--- config.mk ---
export PLATFORM = sky130hd
export DESIGN_NAME = regfile_2r1w_sb
export DESIGN_NICKNAME = d
export VERILOG_FILES = /design/src/rtl/regfile_pkg.sv /design/src/rtl/regfile_read_port.sv /design/src/rtl/regfile_2r1w_sb.sv
export SDC_FILE = /design/constraint.sdc
export NUM_CORES = 1
export LEC_CHECK = 0
export BUFFER_PORTS_ARGS = -buffer_cell sky130_fd_sc_hd__buf_2
export CAP_MARGIN = 10
export CORE_MARGIN = 1.5
export CORE_UTILIZATION = 25
export DETAILED_ROUTE_END_ITERATION = 16
export PLACE_DENSITY = 0.36
export SYNTH_ARGS = -nofsm -noshare
export SYNTH_HDL_FRONTEND = slang
export SYNTH_SLANG_ARGS = --single-unit
export TNS_END_PERCENT = 10
--- constraint.sdc ---
create_clock -name clk -period 5.9 [get_ports clk]
set_input_delay 0.885 -clock clk [delete_from_list [all_inputs] [get_ports clk]]
set_output_delay 0.885 -clock clk [all_outputs]
set_load 0.02 [all_outputs]
--- src/rtl/regfile_pkg.sv ---
`default_nettype none
// ============================================================================
//  Module   : regfile_pkg
//  Purpose  : Shared constants and helpers for the 2R1W scoreboarded
//             register file (default geometry and index-width helper).
//  Ports    : none (package)
//  Revision : 1.0  initial release
// ============================================================================
package regfile_pkg;

    // Ceiling log2, minimum 1 so a 2-entry file still has a 1-bit index.
    function automatic int clog2(input int n);
        int r;
        r = 1;
        while ((1 << r) < n) begin
            r = r + 1;
        end
        return r;
    endfunction

    localparam int RF_WIDTH = 16;
    localparam int RF_NREGS = 8;
    localparam int RF_AW    = clog2(RF_NREGS);

endpackage
`default_nettype wire

--- src/rtl/regfile_read_port.sv ---
`default_nettype none
// ============================================================================
//  Module   : regfile_read_port
//  Purpose  : One read port of the register file: index range check,
//             NREGS:1 data/pending mux, write-bypass compare and an optional
//             output register.
//  Ports    : clk, reset         clock / async active-high reset
//             regs, pend         storage array and pending vector
//             wr_fwd, wr_addr,   in-range write this cycle (for bypass)
//             wr_data
//             rsv_fwd, rsv_addr  in-range reserve this cycle (bypass pend)
//             rd_addr            read index
//             rd_data, rd_pend   read result
//             rd_oor             read index is out of range (combinational)
//  Revision : 1.0  initial release
// ============================================================================
module regfile_read_port
    import regfile_pkg::*;
#(
    parameter int WIDTH    = RF_WIDTH,
    parameter int NREGS    = RF_NREGS,
    parameter int AW       = RF_AW,
    parameter int READ_REG = 0,
    parameter int BYPASS   = 1
) (
    input  logic             clk,
    input  logic             reset,
    input  logic [WIDTH-1:0] regs [NREGS],
    input  logic [NREGS-1:0] pend,
    input  logic             wr_fwd,
    input  logic [AW-1:0]    wr_addr,
    input  logic [WIDTH-1:0] wr_data,
    input  logic             rsv_fwd,
    input  logic [AW-1:0]    rsv_addr,
    input  logic [AW-1:0]    rd_addr,
    output logic [WIDTH-1:0] rd_data,
    output logic             rd_pend,
    output logic             rd_oor
);

    logic [WIDTH-1:0] w_mux_data;
    logic             w_mux_pend;
    logic             w_hit_wr;
    logic [WIDTH-1:0] w_data;
    logic             w_pend;

    // Extra leading zero keeps the compare correct when NREGS == 2**AW.
    assign rd_oor = !({1'b0, rd_addr} < (AW+1)'(NREGS));

    // Out-of-range indices match no entry, so they read data 0 / pend 0.
    always_comb begin
        w_mux_data = '0;
        w_mux_pend = 1'b0;
        for (int i = 0; i < NREGS; i++) begin
            if (rd_addr == AW'(i)) begin
                w_mux_data = regs[i];
                w_mux_pend = pend[i];
            end
        end
    end

    generate
        if (BYPASS != 0) begin : g_bypass
            // wr_fwd is already range-qualified, so a hit implies a valid index.
            assign w_hit_wr = wr_fwd && (wr_addr == rd_addr);

            always_comb begin
                w_data = w_mux_data;
                w_pend = w_mux_pend;
                if (w_hit_wr) begin
                    // The write clears pending unless a new producer is
                    // reserving the same register on the same edge.
                    w_data = wr_data;
                    w_pend = rsv_fwd && (rsv_addr == rd_addr);
                end
            end
        end else begin : g_no_bypass
            logic w_unused_fwd;
            assign w_unused_fwd = ^{wr_fwd, wr_addr, wr_data, rsv_fwd, rsv_addr};
            assign w_hit_wr     = 1'b0;
            assign w_data       = w_mux_data;
            assign w_pend       = w_mux_pend;
        end
    endgenerate

    generate
        if (READ_REG != 0) begin : g_out_reg
            logic [WIDTH-1:0] r_data;
            logic             r_pend;

            always_ff @(posedge clk or posedge reset) begin
                if (reset) begin
                    r_data <= '0;
                    r_pend <= 1'b0;
                end else begin
                    r_data <= w_data;
                    r_pend <= w_pend;
                end
            end

            assign rd_data = r_data;
            assign rd_pend = r_pend;
        end else begin : g_out_comb
            logic w_unused_clk;
            assign w_unused_clk = clk ^ reset;
            assign rd_data      = w_data;
            assign rd_pend      = w_pend;
        end
    endgenerate

endmodule
`default_nettype wire

--- src/rtl/regfile_2r1w_sb.sv ---
`default_nettype none
// ============================================================================
//  Module   : regfile_2r1w_sb
//  Purpose  : Parametrised 2-read / 1-write register file with a per-register
//             pending (scoreboard) bit set by issue and cleared by writeback.
//  Ports    : clk, reset                  clock / async active-high reset
//             wr_en, wr_addr, wr_data     writeback port
//             rsv_en, rsv_addr            reserve (issue) port
//             rd_addr_a/b                 read indices
//             rd_data_a/b, rd_pend_a/b    read data and pending flags
//             any_pending                 OR of all pending bits
//             addr_err                    out-of-range index seen last cycle
//  Revision : 1.0  initial release
// ============================================================================
module regfile_2r1w_sb
    import regfile_pkg::*;
#(
    parameter int WIDTH    = RF_WIDTH,
    parameter int NREGS    = RF_NREGS,
    parameter int AW       = RF_AW,
    parameter int READ_REG = 0,
    parameter int BYPASS   = 1
) (
    input  logic             clk,
    input  logic             reset,
    input  logic             wr_en,
    input  logic [AW-1:0]    wr_addr,
    input  logic [WIDTH-1:0] wr_data,
    input  logic             rsv_en,
    input  logic [AW-1:0]    rsv_addr,
    input  logic [AW-1:0]    rd_addr_a,
    output logic [WIDTH-1:0] rd_data_a,
    output logic             rd_pend_a,
    input  logic [AW-1:0]    rd_addr_b,
    output logic [WIDTH-1:0] rd_data_b,
    output logic             rd_pend_b,
    output logic             any_pending,
    output logic             addr_err
);

    logic [WIDTH-1:0] r_regs [NREGS];
    logic [NREGS-1:0] r_pend;
    logic             r_addr_err;

    logic w_wr_in_range;
    logic w_rsv_in_range;
    logic w_wr_ok;
    logic w_rsv_ok;
    logic w_oor_a;
    logic w_oor_b;
    logic w_err_next;

    assign w_wr_in_range  = {1'b0, wr_addr}  < (AW+1)'(NREGS);
    assign w_rsv_in_range = {1'b0, rsv_addr} < (AW+1)'(NREGS);
    assign w_wr_ok        = wr_en  && w_wr_in_range;
    assign w_rsv_ok       = rsv_en && w_rsv_in_range;

    // Read indices have no enable, so they are always range-checked.
    assign w_err_next = (wr_en  && !w_wr_in_range)
                     || (rsv_en && !w_rsv_in_range)
                     || w_oor_a || w_oor_b;

    always_ff @(posedge clk or posedge reset) begin
        if (reset) begin
            for (int i = 0; i < NREGS; i++) begin
                r_regs[i] <= '0;
            end
        end else begin
            for (int i = 0; i < NREGS; i++) begin
                if (w_wr_ok && (wr_addr == AW'(i))) begin
                    r_regs[i] <= wr_data;
                end
            end
        end
    end

    // Reserve is applied after the write-clear so that a same-edge
    // write+reserve leaves the bit set for the newly issued producer.
    always_ff @(posedge clk or posedge reset) begin
        if (reset) begin
            r_pend <= '0;
        end else begin
            for (int i = 0; i < NREGS; i++) begin
                if (w_wr_ok && (wr_addr == AW'(i))) begin
                    r_pend[i] <= 1'b0;
                end
                if (w_rsv_ok && (rsv_addr == AW'(i))) begin
                    r_pend[i] <= 1'b1;
                end
            end
        end
    end

    always_ff @(posedge clk or posedge reset) begin
        if (reset) begin
            r_addr_err <= 1'b0;
        end else begin
            r_addr_err <= w_err_next;
        end
    end

    assign any_pending = |r_pend;
    assign addr_err    = r_addr_err;

    // Nothing is written while reset is high, so nothing may be forwarded.
    logic w_wr_fwd;
    logic w_rsv_fwd;
    assign w_wr_fwd  = w_wr_ok  && !reset;
    assign w_rsv_fwd = w_rsv_ok && !reset;

    regfile_read_port #(
        .WIDTH    (WIDTH),
        .NREGS    (NREGS),
        .AW       (AW),
        .READ_REG (READ_REG),
        .BYPASS   (BYPASS)
    ) u_port_a (
        .clk      (clk),
        .reset    (reset),
        .regs     (r_regs),
        .pend     (r_pend),
        .wr_fwd   (w_wr_fwd),
        .wr_addr  (wr_addr),
        .wr_data  (wr_data),
        .rsv_fwd  (w_rsv_fwd),
        .rsv_addr (rsv_addr),
        .rd_addr  (rd_addr_a),
        .rd_data  (rd_data_a),
        .rd_pend  (rd_pend_a),
        .rd_oor   (w_oor_a)
    );

    regfile_read_port #(
        .WIDTH    (WIDTH),
        .NREGS    (NREGS),
        .AW       (AW),
        .READ_REG (READ_REG),
        .BYPASS   (BYPASS)
    ) u_port_b (
        .clk      (clk),
        .reset    (reset),
        .regs     (r_regs),
        .pend     (r_pend),
        .wr_fwd   (w_wr_fwd),
        .wr_addr  (wr_addr),
        .wr_data  (wr_data),
        .rsv_fwd  (w_rsv_fwd),
        .rsv_addr (rsv_addr),
        .rd_addr  (rd_addr_b),
        .rd_data  (rd_data_b),
        .rd_pend  (rd_pend_b),
        .rd_oor   (w_oor_b)
    );

endmodule
`default_nettype wire

# Word-level counts from Yosys, hierarchy flattened

Index checks and enable logic that the tools add are counted.

Bits in registers: 136
Output and inout bits: 36

Equal/unequal tests: 32
Multiplexer cells: 52
Reductions and logical operators: 36

Operators with widths:

| operator                                             | number |
|---|---|
| 2-to-1 mux 16 bit                                    | 18 |
| equality test 3 bit (second input constant)          | 16 |
| 2-to-1 mux 1 bit                                     | 34 |
| equality test 3 x 2 -> 1 bit (second input constant) | 8 |
| logical AND 1 bit                                    | 22 |
| nonzero test 2 bit                                   | 8 |
| equality test 3 x 1 -> 1 bit (second input constant) | 4 |
| equality test 3 bit                                  | 4 |
| zero test 3 bit                                      | 4 |
| OR reduction 8 bit                                   | 1 |
| zero test 1 bit                                      | 1 |

# Depth between registers and ports, before layout

Gate-level depths: netlist of the first run.

Depth in word-level cells: 10
Mapped depth: 7
Mapped depth without buffers: 4

# By module

From an unflattened synthesis of the first run, not the netlist that was laid out.

Cells, all modules: 842
Area total of the unflattened synthesis: 8805.9 sq um

Modules (own cells, without submodules):

| module            | instances | area an instance (sq um) | seq. area each (sq um) | cells an instance |
|---|---|---|---|---|
| regfile_2r1w_sb   | 1         | 5285.1                   | 3428.3                 | 314 |
| regfile_read_port | 2         | 1760.4                   | 0.0                    | 264 |

# Worst setup path before layout of the first run

No wires, ideal clock.

Path kind: input port to output port
Start point: input port rd_addr_a[2]
End point: output port rd_data_a[14]
Data arrival time: 2.228 ns
Path buffers: 2
Setup slack: 2.787 ns
Stages: 6
Cell sequence: buf_6 -> inv_2 -> nor3_2 -> buf_4 -> a221oi_1 -> o31ai_1

Longest elaborated chain between the ends: 10
Elaborated cells on any way between the ends: 19
Classes of those cells: eq/ne: 8; mux: 9; reduce/logical: 2

Ends and longest elaborated chain:

| item                            | RTL line                | text |
|---|---|---|
| start, declared                 | regfile_2r1w_sb.sv:31   | `input logic [AW-1:0] rd_addr_a,` |
| zero test 3 bit                 | regfile_read_port.sv:55 | `if (rd_addr == AW'(i)) begin` |
| 2-to-1 mux 16 bit (8 in series) | regfile_read_port.sv:55 |  |
| 2-to-1 mux 16 bit (*)           | regfile_read_port.sv:70 | `if (w_hit_wr) begin` |
| end, declared                   | regfile_2r1w_sb.sv:32   | `output logic [WIDTH-1:0] rd_data_a,` |

Mark *: on every way between the ends. The rest lies on a longest branch, timed or not.

# Final worst setup path of the first run

Start point: input port rd_addr_a[0]
End point: output port rd_data_a[15]

Same word-level chain as after synthesis.

==> qor.yml, run 1 <==
outcome:
  status: "completed"
critical_path:
  rr_startpoint: "r_regs[44]"
  end_kind: "output port"
  critPathBufInv: 2
  path_max_fanout: 58
  critPathKind: "in -> out"
  required_ns: 5.02
  cp_slowest_cell: "or2_1"
  max_stage_delay_ns: 0.95
  start_kind: "primary input"
  path_delay_family: "simple AND/OR/NAND/NOR gates"
  crit_start: "rd_addr_a[0]"
  worstPathArrival_ns: 3.34
  path_cells: "buf_4 -> or2_1 -> o221ai_1 -> a221oi_1 -> o31ai_1 -> buf_2"
timing:
  timing.fmax_mhz: 237
  tns_ns: 0
  worst_clock_skew_ns: 0
  min_period_ns: 4.22
  setup_viol: 0
  finalHoldViolCount: 0
  worst_slew_margin_rel_pct: 25.6
  hold_ws_ns: 0.525
  slew_violations: 0
  tightestPinTransition_ns: 1.12
  rsz0062_at_grt: "false"
  finalCritPeriodShare_pct: 71.6
clock_network:
  cts_buffers: 17
  clk_latency_ns: 0.42
  h-tree-depth: 4
  cts_hold_buf: 0
  ctsResizeCount: 0
  clkSlewWorstSetupHoldPaths_ns: 0.06
  clock_sinks: 136
  tritoncts: "built"
  cts_max_path_buffers: 2
  post_cts_buffers: 0
  cts-root-buf: "clkbuf_16"
logic_synthesis:
  synth_edf_count: 0
  synth_cell_type_count: 57
  async_reset_ff_share_pct: 100
  synth_warnings: 0
  synth_area_leaders: "dfrtp_1, mux2_2, mux2i_1, o21ai_0, nand2_1"
  synth_top_area_cell: "dfrtp_1"
  yosysSeqAreaShare_pct: 39.1
  synth_area_um2: 8710
  yosys.area.top_type_share_pct: 39.1
  ys.flop_type: "dfrtp_1"
  ys_ff_latch: 136
  synth_area_per_cell_um2: 10.3
  netlist_instances: 847
  synthesis.nets: 879
die:
  io_pins: 68
  die_y_um: 190
  die_w_um: 190
  initial_utilization_pct: 25.3
  die-area_um2: 36000
  rows: 68
  core-area_um2: 34500
pwr:
  p_leak_nw: 4.06
  vdd_drop_max_mv: 0.177
  powerDensity_nw_per_um2: 330
place:
  place_congestion: 0.727
  placed_area_um2: 9270
  dp_hpwl_um: 19000
  io_buffers: 66
layout:
  drive_gt1_share_pct: 31.3
  syn2layout_area_growth_pct: 13.5
  layout.nets: 895
  fin_area_um2: 9890
grt:
  grt_pass1_vias: 6934
  grt_pass1_wl_um: 47000
  grt_overflow: 0
  grt_start_max_net_pins: 100
  antenna_found_initial: 1
  grtUsageTotal_pct: 17.8
drt:
  drc: 0
  final_antenna_net_count: 0
  drt_iter0_drc: 524
  wl_per_cell_um: 23.3
  totalWireLength_um: 31000
  vias: 6700
  viasPerCell: 5.03
  drtPass1Iterations: 5
hold_path:
  hold_class: "reg -> reg"
  worstHoldStart: "r_regs[99]"
run:
  maxCapViolCount: 0
-- per-layer routing --
layer  GRT usage (%)  up-vias  routed length (µm)
li1                -     3135                   -
met1            23.8     3410               14600
met2            29.6      123               14900
met3            2.88       30                 989
met4            4.76        2                 480
met5               0        -                  17
-- synth_stat cells (all sizes together) (16+ instances only) --
library cell and number:
inv 26, a22oi 25, buf 60, mux2 114, clkbuf 29, o21ai 65, nor2b 16, o211ai 17
nor2 51, o221ai 20, dfrtp 136, a21oi 34, a221oi 16, mux2i 57, a21boi 17, o31ai 17
nand2 58
-- layout by cell type, fill, tap and decap left out, types with 4 or more instances in the layout --
cell	netlist	layout
o221ai_2	10	10
a221oi_2	10	10
a211oi_1	8	8
nand2_1	58	58
o32ai_1	4	4
a22o_1	12	12
a21boi_0	14	14
xnor2_1	10	10
a21oi_1	34	34
inv_1	25	24
mux2_4	9	9
o221ai_1	10	10
bufinv_16	0	4
o211ai_1	17	17
clkbuf_16	0	17
buf_2	30	64
mux2_2	104	104
nand2b_1	13	13
buf_4	15	22
nand3b_1	6	6
o31ai_2	10	10
o31ai_1	7	7
nor2_1	50	50
a22oi_1	25	25
o21ai_0	62	62
mux2i_1	57	57
a221oi_1	6	6
dfrtp_1	136	136
nor2b_1	15	15
nor4_1	4	4
-- flip-flops by register name, indices dropped and copies added, names as in the netlist --
register and count:
r_pend 8, r_regs 128
-- stage by stage --
step | cells | setup WS (ns) | util, % | total power [mW]
3_3_place_gp | 1299 | 1.70 | 26.9 | 2.13
3_5_place_dp | 1299 | 1.64 | 26.9 | 2.13
5_1_grt | 1330 | 1.48 | 28.7 | 3.45
4_1_cts | 1330 | 1.67 | 28.7 | 3.30
2_1_floorplan | 847 | 1.38 | - | 1.89
6_report | 1331 | 1.68 | 28.7 | 3.26
-- worst paths after layout --
kind	to	slack [ns]	cells after the start
min in group asynchronous	r_regs[60]	0.65	2
max in group asynchronous	r_regs[114]	4.16	3
setup / recovery	rd_data_a[15]	1.68	6
setup reg to reg	r_regs[44]	5.08	1
hold reg to reg	r_regs[99]	0.53	1
hold / removal	r_regs[99]	0.53	1
-- logic make-up after synthesis --
logic type | synth area share, %
AO/OA/AOI/OAI | 20.6
XOR/XNOR | 1.21
buffers and inverters | 7.06
flip-flops | 39.1
multiplexers | 21.7
other | 0.0430
AND/OR/NAND/NOR | 10.4
-- area by class of cell --
class,count,area [µm²]
diodes,1,2.50
clock buffers,19,443
clock inverters,12,175
fillers,3636,24600
inverters,26,103
multi-input cells,596,4710
flip-flops and latches,136,3400
well taps,455,569
repair buffers,86,485
-- power by group --
| group | switching, mW | leakage, nW | internal, mW |
|---|---|---|---|
| clock | 0.439 | 0.295 | 0.716 |
| combinational | 0.419 | 2.13 | 0.366 |
| sequential | 0.186 | 1.63 | 1.14 |
| total | 1.04 | 4.06 | 2.22 |
(Power assumes the default switching activity.)
==> run 2, diff against run 1 <==
--- a/config.mk
+++ b/config.mk
@@ -10,7 +10,7 @@
 export CORE_MARGIN = 1.5
 export CORE_UTILIZATION = 25
 export DETAILED_ROUTE_END_ITERATION = 16
-export PLACE_DENSITY = 0.36
+export PLACE_DENSITY = 0.37
 export SYNTH_ARGS = -nofsm -noshare
 export SYNTH_HDL_FRONTEND = slang
 export SYNTH_SLANG_ARGS = --single-unit
==> constraint.sdc (replaced) <==
create_clock -name clk -period 3.7 [get_ports clk]
set_input_delay 0.555 -clock clk [delete_from_list [all_inputs] [get_ports clk]]
set_output_delay 0.555 -clock clk [all_outputs]
set_load 0.02 [all_outputs]
==> qor.yml, run 2 (synthesized netlist as in run 1, its figures left out) <==
outcome:
  status: "completed"
die:
  io_pins: 68
  die_w_um: 190
  core-area_um2: 34500
  die_y_um: 190
  rows: 68
  die-area_um2: 36000
  initial_utilization_pct: 25.3
drt:
  wl_per_cell_um: 22.9
  viasPerCell: 5.08
  final_antenna_net_count: 0
  vias: 6892
  totalWireLength_um: 31100
  drtPass1Iterations: 5
  drc: 0
  drt_iter0_drc: 397
run:
  maxCapViolCount: 0
timing:
  finalCritPeriodShare_pct: 77.5
  setup_ws_ns: 0.832
  worst_clock_skew_ns: 0
  worst_slew_margin_rel_pct: 37.1
  setup_viol: 0
  finalHoldViolCount: 0
  slew_violations: 0
  timing.fmax_mhz: 349
  min_period_ns: 2.87
  tns_ns: 0
  rsz0062_at_grt: "false"
  tightestPinTransition_ns: 0.941
grt:
  grt_pass1_vias: 6948
  grt_overflow: 0
  grt_start_max_net_pins: 69
  grt_pass1_wl_um: 47300
  grtUsageTotal_pct: 17.9
  antenna_found_initial: 2
pwr:
  p_sw_mw: 1.69
  switching_share_pct: 33.2
  p_seq_share_pct: 41.3
  powerDensity_nw_per_um2: 506
  power.share.clock_pct: 33.7
  vdd_drop_max_mv: 0.276
  p_leak_nw: 4.18
  internal-power_mw: 3.41
  pwr-share-comb_pct: 25.0
place:
  io_buffers: 66
  place_congestion: 0.755
  dp_hpwl_um: 20700
  pre_cts_ws_ns: 0.825
  dp_cells: 1327
clock_network:
  cts_buffers: 17
  post_cts_buffers: 0
  cts_hold_buf: 0
  ctsResizeCount: 0
  clock_sinks: 136
  cts-root-buf: "clkbuf_16"
  clkSlewWorstSetupHoldPaths_ns: 0.06
  clk_latency_ns: 0.43
  tritoncts: "built"
  h-tree-depth: 4
  cts_max_path_buffers: 2
critical_path:
  start_kind: "primary input"
  required_ns: 3.14
  worstPathArrival_ns: 2.31
  path_max_fanout: 13
  end_kind: "output port"
  critPathKind: "in -> out"
layout:
  post-route-util_pct: 29.3
  top_regs: "r_regs x128, r_pend x8"
  antenna_cells: 0
  layout_common_cells: "dfrtp_1, mux2_2, buf_2"
  top_register: "r_regs"
  stdcell_count: 1358
  drive_gt1_share_pct: 33.4
  syn2layout_area_growth_pct: 15.7
  final_common_cell: "dfrtp_1"
  layout.nets: 923
  largest_register_ffs: 128
hold_path:
  hold_class: "in -> async"
## run 2: cell count changes in the layout (fill, tap and decap cells not counted), sizes merged
cell | previous run | this run
buf | 86 | 114
bufinv | 4 | 2
clkbuf | 19 | 18
clkinv | 4 | 7
diode | 1 | 0
## run 2: path summary, 6_finish.rpt
kind / from / to / slack [ns] / cells past startpoint
max: rd_addr_a[2] / rd_data_a[15] / 0.83 / 7
min: reset / r_pend[1] / 0.16 / 2
max reg2reg: r_regs[44] / r_regs[44] / 2.89 / 1
min reg2reg: r_regs[99] / r_regs[99] / 0.52 / 1
max in group asynchronous: reset / r_regs[33] / 2.72 / 3
min in group clk: wr_data[5] / r_regs[85] / 0.46 / 3
## run 2: worst max-delay path: stages
cell      delay, ns
buf_2          0.30
or2_1          0.30
buf_4          0.33
o221ai_1       0.14
a221oi_1       0.37
o31ai_1        0.12
buf_2          0.17
## run 2: through the flow
stage	hold slack, ns	power [mW]	area [µm²]
finish	0.162	5.11	10100
global route	0.183	5.40	10100
CTS	0.155	5.18	10100
detailed placement	0.517	3.42	9500
global placement	0.512	3.42	9500
floorplan	0.480	3.01	8720
## run 2: final cells by class
class                           count  area, µm²
Tap cell                          455        569
Clock buffer                       18        429
Multi-Input combinational cell    596       4710
Sequential cell                   136       3400
Timing Repair Buffer              114        721
Fill cell                        3627      24400
Inverter                           26        101
Clock inverter                     13        150
## run 2: power by group through the flow
stage          combinational (mW)  sequential [mW]  clock, mW
2_1_floorplan               0.978             2.03          0
3_3_place_gp                 1.29             2.13          0
3_5_place_dp                 1.30             2.12          0
4_1_cts                      1.30             2.10       1.78
5_1_grt                      1.41             2.16       1.84
6_report                     1.28             2.11       1.72
## run 2: per-layer routing
metal | GRT usage, % | share of wire, % | vias up
met3 | 2.93 | 3.0 | 34
met2 | 30.4 | 49 | 124
met4 | 4.91 | 1.7 | 2
li1 | - | - | 3191
met5 | 0 | 0.042 | -
met1 | 23.4 | 46 | 3541
==> run 3, diff against run 2 <==
--- a/config.mk
+++ b/config.mk
@@ -10,7 +10,7 @@
 export CORE_MARGIN = 1.5
 export CORE_UTILIZATION = 25
 export DETAILED_ROUTE_END_ITERATION = 16
-export PLACE_DENSITY = 0.37
+export PLACE_DENSITY = 0.36
 export SYNTH_ARGS = -nofsm -noshare
 export SYNTH_HDL_FRONTEND = slang
 export SYNTH_SLANG_ARGS = --single-unit
==> constraint.sdc (replaced) <==
create_clock -name clk -period 2.9 [get_ports clk]
set_input_delay 0.435 -clock clk [delete_from_list [all_inputs] [get_ports clk]]
set_output_delay 0.435 -clock clk [all_outputs]
set_load 0.02 [all_outputs]
==> qor.yml, run 3 (synthesized netlist as in run 1, its figures left out) <==
clock_network:
  tritoncts: "built"
  ctsResizeCount: 0
  cts_buffers: 17
  h-tree-depth: 4
  cts_hold_buf: 1
  clock_sinks: 136
  clk_latency_ns: 0.42
  cts-root-buf: "clkbuf_16"
  cts_max_path_buffers: 2
  post_cts_buffers: 0
  clkSlewWorstSetupHoldPaths_ns: 0.06
pwr:
  switching_share_pct: 31.3
  pwr-share-comb_pct: 23.9
  power.share.clock_pct: 36.7
  vdd_drop_max_mv: 0.364
  p_sw_mw: 2.14
  p_seq_share_pct: 39.4
  internal-power_mw: 4.69
  p_leak_nw: 4.24
  total_power_mw: 6.83
  powerDensity_nw_per_um2: 668
critical_path:
  path_max_fanout: 19
  end_kind: "output port"
  worstPathArrival_ns: 2.15
  required_ns: 2.47
  start_kind: "primary input"
  critPathKind: "in -> out"
  rr_startpoint: "r_regs[39]"
  crit_start: "rd_addr_a[2]"
drt:
  final_antenna_net_count: 0
  met1_length_um: 14500
  drt_iter0_drc: 451
  viasPerCell: 5.01
  wl_per_cell_um: 23.1
  totalWireLength_um: 31400
  maxUsedRoutingLayer: "met5"
  drtPass1Iterations: 6
  vias: 6826
  met2_length_um: 15600
  met3_wirelength_um: 927
  drc: 0
hold_path:
  worstHoldStart: "rsv_addr[1]"
  hold_class: "in -> reg"
timing:
  slew_violations: 0
  finalCritPeriodShare_pct: 89.1
  tightestPinTransition_ns: 1.06
  worst_slew_margin_rel_pct: 28.9
  finalHoldViolCount: 0
  tns_ns: 0
  setup_viol: 0
  worst_clock_skew_ns: 0
  rsz0062_at_grt: "false"
  timing.fmax_mhz: 387
  min_period_ns: 2.59
grt:
  grt_pass1_vias: 6951
  grt_pass1_wl_um: 47400
  antenna_found_initial: 1
  grtUsageTotal_pct: 18.0
  grt_start_max_net_pins: 97
  grt_overflow: 0
place:
  dp_hpwl_um: 20200
  io_buffers: 66
  place_congestion: 0.731
layout:
  antenna_cells: 0
  syn2layout_area_growth_pct: 17.4
  final_common_cell: "dfrtp_1"
  layout.nets: 926
  top_register: "r_regs"
  largest_register_ffs: 128
  top_regs: "r_regs x128, r_pend x8"
  drive_gt1_share_pct: 33.5
  layout_common_cells: "dfrtp_1, mux2_2, buf_2"
outcome:
  status: "completed"
die:
  die-area_um2: 36000
  die_y_um: 190
  io_pins: 68
  core-area_um2: 34500
  initial_utilization_pct: 25.3
  die_w_um: 190
  rows: 68
run:
  maxCapViolCount: 0
## run 3: final timing paths
check | to | slack (ns) | cells after the start
max reg2reg | r_regs[39] | 2.08 | 1
max | rd_data_a[14] | 0.31 | 7
min | r_pend[0] | 0.33 | 2
min in group asynchronous | r_regs[110] | 0.58 | 3
max in group asynchronous | r_regs[85] | 1.45 | 4
min reg2reg | r_regs[4] | 0.53 | 1
## run 3: metrics by stage
stage | area (µm²) | setup WS [ns] | util, % | hold slack (ns) | std cells
after CTS | 10200 | 0.341 | 29.7 | 0.318 | 1362
after floorplan | 8720 | 0.687 | - | 0.480 | 847
final | 10200 | 0.315 | 29.7 | 0.332 | 1362
after global placement | 9560 | 0.323 | 27.7 | 0.462 | 1329
after detailed placement | 9560 | 0.341 | 27.7 | 0.458 | 1329
after global routing | 10200 | 0.0906 | 29.7 | 0.336 | 1362
## run 3: final cells by class
class	count	area, µm²
clock buffer	22	474
clock inverter	10	190
fill	3583	24200
inverter	26	101
multi-input combinational	596	4710
sequential	136	3400
tap	455	569
timing repair buffer	117	783
## run 3: metal layers
metal  vias to the layer above  global-route usage (%)
li1                       3204                       -
met1                      3478                    23.7
met2                       117                    31.1
met3                        25                    2.75
met4                         2                    4.12
met5                         -                       0
## run 3: power by group through the flow
| stage | Clock, mW | Sequential [mW] | Combinational, mW |
|---|---|---|---|
| after floorplan | 0 | 2.59 | 1.25 |
| after global placement | 0 | 2.72 | 1.64 |
| after detailed placement | 0 | 2.71 | 1.66 |
| after CTS | 2.57 | 2.68 | 1.66 |
| after global routing | 2.66 | 2.75 | 1.80 |
| final | 2.51 | 2.69 | 1.63 |
## run 3: critical path, stage by stage
cell	delay, ns
buf_2	0.25
buf_4	0.30
a21boi_0	0.21
o221ai_1	0.15
a221oi_1	0.47
o31ai_1	0.15
buf_2	0.18
